`src/rtl/wb_arbiter_rr2.sv`:
```
// wb_arbiter_rr2: round-robin arbiter sharing one Wishbone slave between two
// masters (SoC bus and a DMA/USB-side engine). The grant is registered; the
// address/data/ack paths are combinational through the granted master.
// Optional slave-hang timeout: define WB_ARB_TIMEOUT_EN.
`timescale 1ns/1ps

module wb_arbiter_rr2 #(
   parameter int unsigned AW        = 16,
   parameter int unsigned DW        = 32,
   parameter int unsigned MW        = DW / 8,
   parameter int unsigned TIMEOUT_W = 8
) (
   input  logic          clk,
   input  logic          rst,
   input  logic [AW-1:0] m0_wb_addr,
   input  logic [DW-1:0] m0_wb_wdata,
   input  logic [MW-1:0] m0_wb_wmsk,
   input  logic          m0_wb_we,
   input  logic          m0_wb_cyc,
   output logic [DW-1:0] m0_wb_rdata,
   output logic          m0_wb_ack,
   input  logic [AW-1:0] m1_wb_addr,
   input  logic [DW-1:0] m1_wb_wdata,
   input  logic [MW-1:0] m1_wb_wmsk,
   input  logic          m1_wb_we,
   input  logic          m1_wb_cyc,
   output logic [DW-1:0] m1_wb_rdata,
   output logic          m1_wb_ack,
   output logic [AW-1:0] s_wb_addr,
   output logic [DW-1:0] s_wb_wdata,
   output logic [MW-1:0] s_wb_wmsk,
   output logic          s_wb_we,
   output logic          s_wb_cyc,
   input  logic [DW-1:0] s_wb_rdata,
   input  logic          s_wb_ack,
   output logic          timeout_err
);

   typedef enum logic [1:0] {
      ST_IDLE   = 2'd0,
      ST_GRANT0 = 2'd1,
      ST_GRANT1 = 2'd2
   } state_t;

   state_t        state_q, state_d;
   logic          last_q, last_d;
   logic          sel_c;
   logic          req_c;
   logic          ack_c;
   logic [DW-1:0] rdata_c;

   // Timeout counter must have at least one bit.
   if (TIMEOUT_W < 1) begin : g_bad_timeout_w
      $error("wb_arbiter_rr2: TIMEOUT_W must be >= 1");
   end

`ifdef WB_ARB_TIMEOUT_EN
   logic [TIMEOUT_W-1:0] tmo_cnt_q;
   logic                 tmo_hit_c;
   logic                 tmo_set_c;
   logic                 timeout_err_q;

   assign tmo_hit_c   = (tmo_cnt_q == {TIMEOUT_W{1'b1}});
   assign timeout_err = timeout_err_q;

   // Cycles spent in the current grant; zero while idle so each grant starts at 0.
   always_ff @(posedge clk or posedge rst) begin
      if (rst) begin
         tmo_cnt_q <= '0;
      end else if (state_q == ST_IDLE) begin
         tmo_cnt_q <= '0;
      end else begin
         tmo_cnt_q <= tmo_cnt_q + TIMEOUT_W'(1);
      end
   end

   // Sticky hung-slave flag, cleared only by reset.
   always_ff @(posedge clk or posedge rst) begin
      if (rst) begin
         timeout_err_q <= 1'b0;
      end else if (tmo_set_c) begin
         timeout_err_q <= 1'b1;
      end
   end
`else
   assign timeout_err = 1'b0;
`endif

   // Grant state and round-robin history (last=1 lets m0 win the first tie).
   always_ff @(posedge clk or posedge rst) begin
      if (rst) begin
         state_q <= ST_IDLE;
         last_q  <= 1'b1;
      end else begin
         state_q <= state_d;
         last_q  <= last_d;
      end
   end

   // Arbitration, slave-side mux and ack/rdata return path.
   always_comb begin
      state_d     = state_q;
      last_d      = last_q;
      sel_c       = 1'b0;
      req_c       = 1'b0;
      ack_c       = 1'b0;
      rdata_c     = '0;
      s_wb_addr   = '0;
      s_wb_wdata  = '0;
      s_wb_wmsk   = '0;
      s_wb_we     = 1'b0;
      s_wb_cyc    = 1'b0;
      m0_wb_ack   = 1'b0;
      m0_wb_rdata = '0;
      m1_wb_ack   = 1'b0;
      m1_wb_rdata = '0;
`ifdef WB_ARB_TIMEOUT_EN
      tmo_set_c   = 1'b0;
`endif
      case (state_q)
         ST_IDLE: begin
            if (m0_wb_cyc && m1_wb_cyc) begin
               state_d = last_q ? ST_GRANT0 : ST_GRANT1;
            end else if (m0_wb_cyc) begin
               state_d = ST_GRANT0;
            end else if (m1_wb_cyc) begin
               state_d = ST_GRANT1;
            end
         end
         ST_GRANT0, ST_GRANT1: begin
            sel_c      = (state_q == ST_GRANT1);
            req_c      = sel_c ? m1_wb_cyc   : m0_wb_cyc;
            s_wb_addr  = sel_c ? m1_wb_addr  : m0_wb_addr;
            s_wb_wdata = sel_c ? m1_wb_wdata : m0_wb_wdata;
            s_wb_wmsk  = sel_c ? m1_wb_wmsk  : m0_wb_wmsk;
            s_wb_we    = sel_c ? m1_wb_we    : m0_wb_we;
            s_wb_cyc   = req_c;
            if (s_wb_ack) begin
               ack_c   = 1'b1;
               rdata_c = s_wb_rdata;
               state_d = ST_IDLE;
               last_d  = sel_c;
            end else if (!req_c) begin
               state_d = ST_IDLE;
               last_d  = sel_c;
            end
`ifdef WB_ARB_TIMEOUT_EN
            else if (tmo_hit_c) begin
               ack_c     = 1'b1;
               rdata_c   = '1;
               s_wb_cyc  = 1'b0;
               state_d   = ST_IDLE;
               last_d    = sel_c;
               tmo_set_c = 1'b1;
            end
`endif
            m0_wb_ack   = ack_c & ~sel_c;
            m1_wb_ack   = ack_c & sel_c;
            m0_wb_rdata = sel_c ? '0 : rdata_c;
            m1_wb_rdata = sel_c ? rdata_c : '0;
         end
         default: begin
            state_d = ST_IDLE;
         end
      endcase
   end

endmodule
```
`config.mk`:
```
export PLATFORM = sky130hd
export DESIGN_NAME = wb_arbiter_rr2
export DESIGN_NICKNAME = d
export VERILOG_FILES = /design/src/rtl/wb_arbiter_rr2.sv
export SDC_FILE = /design/constraint.sdc
export NUM_CORES = 1
export LEC_CHECK = 0
export BUFFER_PORTS_ARGS = -buffer_cell sky130_fd_sc_hd__buf_4
export CAP_MARGIN = 25
export CORE_AREA = 4 4 100 102
export DETAILED_ROUTE_END_ITERATION = 6
export DIE_AREA = 0 0 104 106
export HOLD_SLACK_MARGIN = 0.02
export PLACE_DENSITY = 0.58
export SLEW_MARGIN = 20
export SYNTH_ARGS = -nofsm -noshare
export SYNTH_HDL_FRONTEND = slang
export SYNTH_SLANG_ARGS = --single-unit
```
`constraint.sdc`:
```
create_clock -name clk -period 4.3 [get_ports clk]
set_input_delay 1.075 -clock clk [delete_from_list [all_inputs] [get_ports clk]]
set_output_delay 1.075 -clock clk [all_outputs]
set_load 0.05 [all_outputs]
```
==> impl_metrics.ini <==
[clock_network]
numCtsBuffers = 3
holdBufCountCts = 0
post-cts-setup-buffer-count = 0
cts_htree_levels = 1
worstSkewPairLatency_ns = 0.21
cts_resized = 0
clock-root-buffer = sky130_fd_sc_hd__clkbuf_8
tritoncts = yes
cts_buffer_depth = 2
clkSlewWorstSetupHoldPaths_ns = 0.03
clock_sink_count = 3

[sta]
slew_viol_final = 0
fin_tns_setup_ns = 0
hold_viol_final = 0
clock_skews_ns = 0.000531
final_period_minus_worst_setup_slack_ns = 3.18
final.period_utilization = 0.740
max_freq_mhz = 314
max_slew_margin = 0.625
setup-violations-final = 0
unrepaired_setup_endpoints_after_global_routing = false
worst-slew-pin-transition_ns = 0.563

[min_path]
hold_path.startpoint = last_q
worstHoldPathType = reg2reg

[logic_synthesis]
synth_async_sr_flop_share = 1.00
yosys_most_used_dff = sky130_fd_sc_hd__dfrtp_1
synth_nets = 361
syn-cell-area_um2 = 1620
ys_ff_latch = 3
synth.yosys.seq_area_share = 0.0470
mapped_cells = 215
synth.lib_cells_used.distinct = 24
yosysWarnings = 0
synth_enable_flop_cells = 0
avgSynthCellArea_um2 = 7.55

[power_and_ir_drop]
p_leak_nw = 2.01
pwr_density_cell_nw_per_um2 = 930
max-vdd-ir-drop_uv = 387

[grt]
first_global_vias = 2566
initial_antenna_violation_count = 0
global_route_wire_length_before_repair_um = 12800
grt_start_max_net_pins = 57
track_usage = 0.140
globalRouteOverflowTotal = 0

[setup_path]
r2r.worst_path.cells = 6
timing.critical_path.arrival_ns = 2.11
timing.critical_path.to_type = output port
reg2reg_from = state_q[1]
worst_setup_path_start_kind = flop
launch_point_of_the_worst_path = state_q[0]
r2r_setup_slack_ns = 2.34
timing.critical_path.to = s_wb_addr[14]
critical_path_class = reg2out
critical_path_required_ns = 3.22
critical_path.max_fanout = 31
timing.rr.end = state_q[1]

[die]
ioPinCount = 264
floorplan.initialDensity = 0.178
x_dimension_of_the_die_um = 104
core-area_um2 = 9110
dieArea_um2 = 11000
die_height_um = 106
rows = 35

[finish]
utilization = 0.408
layout-drive-gt1-share = 0.592
syn_to_final_growth_pct = 129
antenna_diodes = 0
fillerInstances = 927
final_net_count = 613

[place]
detailedPlacementHpwl_um = 7230
gp_congestion = 0.765
numPortBuffers = 262

[routing]
postRouteAntennaNets = 0
drc = 0
via_count = 2407
drt_first_iter_violations = 73
vias_per_cell = 4.17
drt_pass1_iterations = 4
wirelength_um = 8530
avgRoutedWirePerCell_um = 14.8

[job]
max_cap_violations = 0

[run_status]
run_status = complete, no violations
==> power by group <==
group	internal [mW]	switching, mW	total (mW)
Sequential	0.0445	0.00961	0.0541
Clock	0.0631	0.0174	0.0805
Combinational	1.10	2.23	3.32
Total	1.20	2.25	3.45
==> cell usage after synthesis (2+ instances only) <==
cell type                  instances  area (µm²)
sky130_fd_sc_hd__ha_1              3        37.5
sky130_fd_sc_hd__nor2b_1          54         338
sky130_fd_sc_hd__buf_2             2        10.0
sky130_fd_sc_hd__buf_4             7        52.6
sky130_fd_sc_hd__mux2i_1          53         531
sky130_fd_sc_hd__clkbuf_1         10        37.5
sky130_fd_sc_hd__and2_1           65         407
sky130_fd_sc_hd__inv_1             3        11.3
sky130_fd_sc_hd__dfrtp_1           2        50.1
sky130_fd_sc_hd__nand2b_1          2        12.5
==> layer usage <==
layer | wire, µm | global-route usage
met2 | 4570 | 0.276
met4 | 94 | 0.0294
met1 | 2920 | 0.140
met3 | 955 | 0.0492
met5 | 0 | 0
==> cell usage in the layout (no fill, tap or decap) <==
cell type                   Yosys  layout
sky130_fd_sc_hd__conb_1         1       1
sky130_fd_sc_hd__and2_1        65      65
sky130_fd_sc_hd__ha_1           3       2
sky130_fd_sc_hd__o2111ai_1      1       1
sky130_fd_sc_hd__a21boi_0       1       1
sky130_fd_sc_hd__dfstp_2        1       1
sky130_fd_sc_hd__nor2_1         1       1
sky130_fd_sc_hd__mux2i_2        1       1
sky130_fd_sc_hd__mux2_4         1       1
sky130_fd_sc_hd__dfrtp_1        2       2
sky130_fd_sc_hd__a2bb2oi_2      1       1
sky130_fd_sc_hd__ha_4           0       1
sky130_fd_sc_hd__mux2i_1       53      53
sky130_fd_sc_hd__nor2_4         1       1
sky130_fd_sc_hd__clkbuf_8       0       3
sky130_fd_sc_hd__buf_4          7     266
sky130_fd_sc_hd__clkbuf_1      10       1
sky130_fd_sc_hd__and3_1         1       1
sky130_fd_sc_hd__o21ai_0        1       1
sky130_fd_sc_hd__nand2_1        1       1
sky130_fd_sc_hd__o21ai_1        1       1
sky130_fd_sc_hd__inv_1          3       3
sky130_fd_sc_hd__nand2b_1       2       2
sky130_fd_sc_hd__mux2_2         1       1
sky130_fd_sc_hd__nor2b_1       54      54
==> through the flow <==
stage / power, mW / worst slack [ns] / instances / hold slack, ns / area, µm²
floorplan: 2.48 / 1.18 / 215 / 0.535 / 1620
global placement: 3.38 / 1.13 / 573 / 0.610 / 3670
detailed placement: 3.40 / 1.10 / 573 / 0.613 / 3670
CTS: 3.49 / 1.09 / 577 / 0.617 / 3720
global route: 3.63 / 0.962 / 577 / 0.630 / 3720
finish: 3.45 / 1.12 / 577 / 0.613 / 3720
==> critical path: stages (launching register included) <==
cell	delay, ns
sky130_fd_sc_hd__dfrtp_1	0.35
sky130_fd_sc_hd__inv_1	0.15
sky130_fd_sc_hd__ha_4	0.54
sky130_fd_sc_hd__buf_4	0.36
sky130_fd_sc_hd__mux2i_1	0.22
sky130_fd_sc_hd__nor2b_1	0.06
sky130_fd_sc_hd__buf_4	0.19
==> final cells by class <==
type	instances	area (µm²)	area share
clock buffers	4	45.0	0.0121
multi-input cells	190	1450	0.390
repair buffers	266	2000	0.537
flip-flops and latches	3	76.3	0.0205
inverters	3	11.3	0.00303
well taps	111	139	0.0374
==> cell families after synthesis <==
logic type                 after synthesis  share of synthesized area
other                                    1                    0.00231
DFF                                      3                     0.0470
adders and majority gates                3                     0.0231
buffers and inverters                   22                     0.0686
AOI/OAI and AO/OA                        5                     0.0254
and+or+nand+nor                        125                      0.482
muxes                                   56                      0.352
==> how the worst min path moves through the flow <==
stage | slack, ns | end | cells after the start
finish | 0.61 | last_q | 1
global route | 0.63 | last_q | 1
CTS | 0.62 | last_q | 1
detailed placement | 0.61 | last_q | 1
global placement | 0.61 | state_q[1] | 1
floorplan | 0.53 | state_q[1] | 1
==> registers in the layout, summed over array words and instances (netlist names) <==
name     flops
last_q       1
state_q      2
Note: power is estimated with default switching activity, not from simulation.
